<file path="src/rtl/clk_divider_multi.sv">
// clk_divider_multi: bank of independent programmable clock dividers.
//
// Each channel counts 0..Da-1 and emits a square or one-cycle-pulse output plus an
// end-of-period tick. New ratio/phase values are double-buffered: load captures them
// as pending, and they become active only at a period boundary, on sync, or while the
// channel is stopped, so running outputs never glitch on reprogramming.
//
// Ports:
//   clk_in   - the only clock, rising-edge
//   rst      - asynchronous active-high reset
//   en       - per-channel run enable (stop is deferred to the end of the period)
//   divider  - per-channel requested ratio, channel i at [i*WIDTH +: WIDTH]
//   phase    - per-channel requested start count, packed like divider
//   mode     - per-channel 0 = square, 1 = pulse at cnt==0
//   load     - per-channel strobe capturing divider/phase into the pending registers
//   sync     - global strobe: apply pending values, then reload running counters
//   clk_out  - per-channel divided clock (bypassed to clk_in & en when ratio <= 1)
//   tick     - per-channel registered end-of-period strobe
//   aux      - channel 0 counter, for debug
module clk_divider_multi #(
   parameter int unsigned CHANNELS    = 4,
   parameter int unsigned WIDTH       = 16,
   parameter int unsigned DEFAULT_DIV = 2
) (
   input  logic                      clk_in,
   input  logic                      rst,
   input  logic [CHANNELS-1:0]       en,
   input  logic [CHANNELS*WIDTH-1:0] divider,
   input  logic [CHANNELS*WIDTH-1:0] phase,
   input  logic [CHANNELS-1:0]       mode,
   input  logic [CHANNELS-1:0]       load,
   input  logic                      sync,
   output logic [CHANNELS-1:0]       clk_out,
   output logic [CHANNELS-1:0]       tick,
   output logic [WIDTH-1:0]          aux
);

   typedef enum logic {
      StStopped = 1'b0,
      StRunning = 1'b1
   } run_state_e;

   localparam logic [WIDTH-1:0] OneW   = WIDTH'(1);
   localparam logic [WIDTH-1:0] DivRst = WIDTH'(DEFAULT_DIV);

   for (genvar i = 0; i < CHANNELS; i++) begin : g_ch
      run_state_e       r_state;
      run_state_e       w_state_d;
      logic [WIDTH-1:0] r_cnt, w_cnt_d;
      logic [WIDTH-1:0] r_da, w_da_d;
      logic [WIDTH-1:0] r_pa, w_pa_d;
      logic [WIDTH-1:0] r_dp, w_dp_d;
      logic [WIDTH-1:0] r_pp, w_pp_d;
      logic             r_pf, w_pf_d;
      logic             r_clk, w_clk_d;
      logic             r_tick, w_tick_d;
      logic [WIDTH-1:0] w_div_in, w_ph_in, w_half;
      logic             w_byp, w_bound, w_xfer;

      assign w_div_in = divider[i*WIDTH +: WIDTH];
      assign w_ph_in  = phase[i*WIDTH +: WIDTH];

      // In bypass every cycle counts as a period end, so pending values always get
      // a chance to transfer (Da=0 would otherwise never reach cnt==Da-1).
      assign w_byp   = (r_da <= OneW);
      assign w_bound = (r_state == StRunning) && (w_byp || (r_cnt == r_da - OneW));
      assign w_xfer  = r_pf && ((r_state == StStopped) || sync || w_bound);

      // Next-state: pending buffer, active values, run state and counter.
      always_comb begin
         w_dp_d    = r_dp;
         w_pp_d    = r_pp;
         w_pf_d    = r_pf;
         w_da_d    = r_da;
         w_pa_d    = r_pa;
         w_state_d = r_state;
         w_cnt_d   = r_cnt;

         // Transfer reads the old pending value; a same-cycle load stays pending.
         if (w_xfer) begin
            w_da_d = r_dp;
            w_pa_d = r_pp;
            w_pf_d = 1'b0;
         end
         if (load[i]) begin
            w_dp_d = w_div_in;
            w_pp_d = w_ph_in;
            w_pf_d = 1'b1;
         end

         case (r_state)
            StStopped: begin
               w_cnt_d = '0;
               if (en[i]) begin
                  w_state_d = StRunning;
               end
            end
            StRunning: begin
               // sync takes priority over the period boundary and a pending stop
               if (sync) begin
                  w_cnt_d = (w_pa_d >= w_da_d) ? '0 : w_pa_d;
               end else if (w_bound) begin
                  w_cnt_d = '0;
                  if (!en[i]) begin
                     w_state_d = StStopped;
                  end
               end else begin
                  w_cnt_d = r_cnt + OneW;
               end
            end
            default: begin
               w_state_d = StStopped;
               w_cnt_d   = '0;
            end
         endcase
      end

      // ceil(Da/2) without the overflow of (Da+1)>>1 at the top of the range
      assign w_half = (w_da_d >> 1) + {{(WIDTH-1){1'b0}}, w_da_d[0]};

      // Outputs are registered from the next state so they line up with cnt.
      always_comb begin
         w_clk_d  = 1'b0;
         w_tick_d = 1'b0;
         if (w_da_d <= OneW) begin
            w_tick_d = en[i];
         end else if (w_state_d == StRunning) begin
            w_tick_d = (w_cnt_d == w_da_d - OneW);
            w_clk_d  = mode[i] ? (w_cnt_d == '0) : (w_cnt_d < w_half);
         end
      end

      always_ff @(posedge clk_in or posedge rst) begin
         if (rst) begin
            r_state <= StStopped;
            r_cnt   <= '0;
            r_da    <= DivRst;
            r_pa    <= '0;
            r_dp    <= DivRst;
            r_pp    <= '0;
            r_pf    <= 1'b0;
            r_clk   <= 1'b0;
            r_tick  <= 1'b0;
         end else begin
            r_state <= w_state_d;
            r_cnt   <= w_cnt_d;
            r_da    <= w_da_d;
            r_pa    <= w_pa_d;
            r_dp    <= w_dp_d;
            r_pp    <= w_pp_d;
            r_pf    <= w_pf_d;
            r_clk   <= w_clk_d;
            r_tick  <= w_tick_d;
         end
      end

      // Bypass path is combinational from clk_in; rst gates it so reset forces 0.
      assign clk_out[i] = w_byp ? (clk_in & en[i] & ~rst) : r_clk;
      assign tick[i]    = r_tick;

      if (i == 0) begin : g_aux
         assign aux = r_cnt;
      end
   end

endmodule

</file>
<file path="config.mk">
export PLATFORM = sky130hd
export DESIGN_NAME = clk_divider_multi
export DESIGN_NICKNAME = d
export VERILOG_FILES = /design/src/rtl/clk_divider_multi.sv
export SDC_FILE = /design/constraint.sdc
export NUM_CORES = 1
export LEC_CHECK = 0
export CAP_MARGIN = 25
export CORE_ASPECT_RATIO = 0.6
export CORE_UTILIZATION = 40
export CTS_CLUSTER_SIZE = 8
export DETAILED_ROUTE_END_ITERATION = 12
export HOLD_SLACK_MARGIN = 0.06
export PLACE_DENSITY = 0.67
export SLEW_MARGIN = 5
export SYNTH_ARGS = -nofsm -noshare
export SYNTH_HDL_FRONTEND = slang
export SYNTH_SLANG_ARGS = --single-unit
</file>
<file path="constraint.sdc">
create_clock -name clk_in -period 12.4 [get_ports clk_in]
set_input_delay 1.24 -clock clk_in [delete_from_list [all_inputs] [get_ports clk_in]]
set_output_delay 1.24 -clock clk_in [all_outputs]
set_load 0.1 [all_outputs]
</file>
== After elaboration in Yosys (flattened, before gate mapping) ==
Cells that the tools add are included.

* Latch bits: 0
* Register bits: 336
* Memory bits (writable): 0
* Memories kept: 0
* Memory bits (read-only): 0

* Eq/ne operators: 8
* Bitwise logic cells: 13
* Divide/modulo/power cells: 0
* $lt $le $gt $ge: 16
* Shift-type cells: 0
* $add $sub $neg: 16
* Multipliers: 0
* Reduce and logical (&&, ||, !) cells: 28
* Multiplexer cells: 72

{| class="wikitable"
|+ Operators by type and width
! operator !! number
|-
| two-way mux 16 bit || 20
|-
| equality test 16 bit || 8
|-
| <= comparator 16 x 1 -> 1 bit (second input constant) || 8
|-
| case mux 16 bit (2 select lines) || 4
|-
| subtractor 16 x 1 -> 16 bit (second input constant) || 8
|-
| adder 15 x 1 -> 16 bit || 4
|-
| adder 16 x 1 -> 16 bit (second input constant) || 4
|-
| greater-or-equal comparator 16 bit || 4
|-
| logical NOT 16 bit || 4
|-
| < comparator 16 bit || 4
|-
| two-way mux 1 bit || 44
|-
| logical OR 1 bit || 12
|-
| AND 1 bit || 8
|-
| logical AND 1 bit || 8
|-
| case mux 1 bit (2 select lines) || 4
|-
| nonzero test 2 bit || 4
|-
| inverter 1 bit || 5
|}

== Depth between registers and ports, before layout ==
* Depth after elaboration: 15
* Depth in mapped cells: 36
* Mapped depth without buffers: 32

==> impl_metrics.py <==
metrics = {
    "synthesis": {
        "async_flop_share_pct": 100,
        "yosysTopAreaCell": "dfrtp_1",
        "synthCells": 2498,
        "synth_top_area_share_pct": 34.2,
        "ys_ff_latch": 336,
        "synth_nets": 2786,
        "avgSynthCellArea_um2": 9.61,
        "ys.warnings.count": 0,
        "synth_most_common_cell": "dfrtp_1",
        "synth.area.top_cells": "dfrtp_1, mux2_2, ha_1",
        "synth-edff-count": 0,
        "syn_area_um2": 24000,
        "ys_top_cells_by_count": "dfrtp_1, xnor2_1, mux2_2, inv_1, ha_1",
        "seq_area_frac_synth_pct": 35.1,
        "yosysUniqueCellTypes": 102,
        "synth_flop_cell": "dfrtp_1",
    },
    "placed_design": {
        "dpl-instance-area_um2": 26300,
        "gp_congestion": 1.01,
        "dp_hpwl_um": 68700,
        "port_buffers": 166,
        "dp_cells": 3366,
    },
    "final_layout": {
        "fin_util_pct": 47.2,
        "drive_gt1_share_pct": 13.2,
        "fin_area_um2": 28000,
        "final_nets": 2936,
        "fillers": 5508,
        "final_cells": 3458,
        "areaGrowthSynthToFinish_pct": 16.4,
    },
    "detailed_routing": {
        "drt_first_iter_violations": 2666,
        "drt-total-wl_um": 87500,
        "drc": 0,
        "ant_nets": 0,
        "drt_pass1_iterations": 7,
        "detail_route.wl_per_cell_um": 25.3,
        "via_count": 21100,
        "vias_per_cell": 6.09,
    },
    "cts": {
        "cts_tree": "done",
        "clock_latency_ns": 0.71,
        "path_clk_slew_ns": 0.05,
        "ctsResizeCount": 0,
        "cts_setup_buffers": 0,
        "postCtsHoldBufs": 0,
    },
    "grt": {
        "grt_max_degree": 76,
        "grt_pass1_vias": 19900,
        "grt-ovfl-total": 0,
        "grt_usage_pct": 28.8,
        "grt_pass1_wl_um": 131000,
        "antenna_found_initial": 4,
    },
    "setup_path": {
        "path_delay_family": "buffers and inverters",
        "required_ns": 11.16,
        "crit_path_start_kind": "clock port",
        "cp_max_fo": 3,
        "cp_slowest_cell": "clkdlybuf4s50_1",
        "critical_path_class": "clock port to output port",
        "path_buf_inv": 11,
        "critPathArrivalTime_ns": 9.17,
        "critPathMaxStageDelay_ns": 1.07,
        "path_common_cell": "clkbuf_16",
        "path_cells": "clkbuf_16, clkbuf_16, clkbuf_16, clkbuf_16, clkbuf_16, clkbuf_16, clkbuf_16, clkbuf_16, nor2b_1, clkbuf_16, clkbuf_16, nand2_1, o21ai_0, clkdlybuf4s50_1",
        "critPathCaptureType": "output port",
    },
    "pwr": {
        "pwr_density_cell_nw_per_um2": 188,
        "peakVddDrop_v": 0.0000942,
        "leakagePower_nw": 11.9,
    },
    "timing": {
        "hold_ws_ns": 0.503,
        "fin_worst_skew_ns": 0.0274,
        "hold_viol": 0,
        "tightest_slew_ns": 1.19,
        "tns_ns": 0,
        "rsz0062_at_grt": "false",
        "final-setup-viol-count": 0,
        "drv_slew": 0,
        "slew_headroom_pct": 20.1,
    },
    "floorplanning": {
        "core-area_um2": 59200,
        "fp-row-count": 69,
        "start_util_pct": 40.5,
        "io_pins": 167,
        "die_w_um": 318,
        "die_h_um": 192,
        "dieArea_um2": 61000,
    },
    "flow_run": {
        "cap_viol_max_count": 0,
    },
    "run_status": {
        "outcome": "finished clean",
    },
    "worst_hold_path": {
        "hold_class": "register to register",
    },
}
==> area by class of cell <==
class | instances | area, um^2 | share of cell area [%]
flip-flops and latches | 336 | 8420 | 30.1
repair buffers | 187 | 1830 | 6.54
multi-input cells | 1895 | 14500 | 51.8
clock buffers | 92 | 1630 | 5.81
diodes | 1 | 2.50 | 0.00895
inverters | 165 | 627 | 2.24
clock inverters | 1 | 8.76 | 0.0313
well taps | 781 | 977 | 3.50
==> path summary, 6_finish.rpt <==
path,startpoint,end,slack [ns],depth (start not counted)
max in group asynchronous,rst,g_ch[1].r_cnt[2],9.18,5
setup reg to reg,g_ch[0].r_da[8],g_ch[0].r_clk,2.82,22
min in group asynchronous,rst,g_ch[1].r_tick,1.19,2
hold / removal,g_ch[3].r_pp[3],g_ch[3].r_pp[3],0.50,1
hold reg to reg,g_ch[3].r_pp[3],g_ch[3].r_pp[3],0.50,1
setup / recovery,clk_in,clk_out[3],1.99,14
==> cells in the final DEF (no fill, tap or decap), drive strengths merged, types with 33 or more instances in the layout <==
master | synthesis | routed
nand4 | 59 | 59
xor2 | 78 | 78
ha | 145 | 145
inv | 165 | 166
nor3 | 69 | 69
nor2 | 139 | 139
nor4 | 46 | 46
or3 | 33 | 33
nand2 | 142 | 142
mux2 | 177 | 177
and3 | 35 | 35
a21o | 34 | 34
clkdlybuf4s50 | 0 | 164
clkbuf | 59 | 88
xnor2 | 193 | 193
nand3 | 90 | 90
a21oi | 75 | 75
dfrtp | 328 | 328
mux2i | 99 | 99
o21ai | 109 | 109
==> sequential cells by signal, indices dropped and copies added, names as in the netlist <==
register / flops
g_ch.r_pp: 64
g_ch.r_clk: 4
aux: 16
g_ch.r_pa: 64
g_ch.r_dp: 64
g_ch.r_tick: 4
g_ch.r_state: 4
g_ch.r_pf: 4
g_ch.r_da: 64
g_ch.r_cnt: 48
==> power by group <==
part | internal [mW] | leakage, nW | switching (mW)
registers | 1.30 | 3.95 | 0.334
logic | 0.832 | 7.17 | 1.35
clock network | 0.851 | 0.790 | 0.585
==> cells by family after synthesis <==
kind of cell,Yosys count,synth area share (%)
flops,336,35.1
fa+ha+maj,154,7.93
compound gates,414,12.1
mux,276,12.6
buf+inv,267,4.72
xor+xnor,272,10.0
simple gates,779,17.5
==> layer usage <==
layer	part of all wire (%)	vias up	global-route usage [%]	routed length, um
li1	-	9309	-	-
met5	0.057	-	0	50
met4	1.4	8	6.17	1240
met2	35	1221	33.7	30500
met1	49	10400	45.5	42500
met3	15	121	12.8	13200
==> per-stage QoR <==
step                      setup slack, ns  power, mW
final                                1.99       5.25
after detailed placement             3.20       3.76
after CTS                            1.97       5.19
after floorplan                      1.86       3.05
after global placement               3.34       3.73
after global routing                 1.94       5.51
Note: power is estimated with default switching activity, not from simulation.
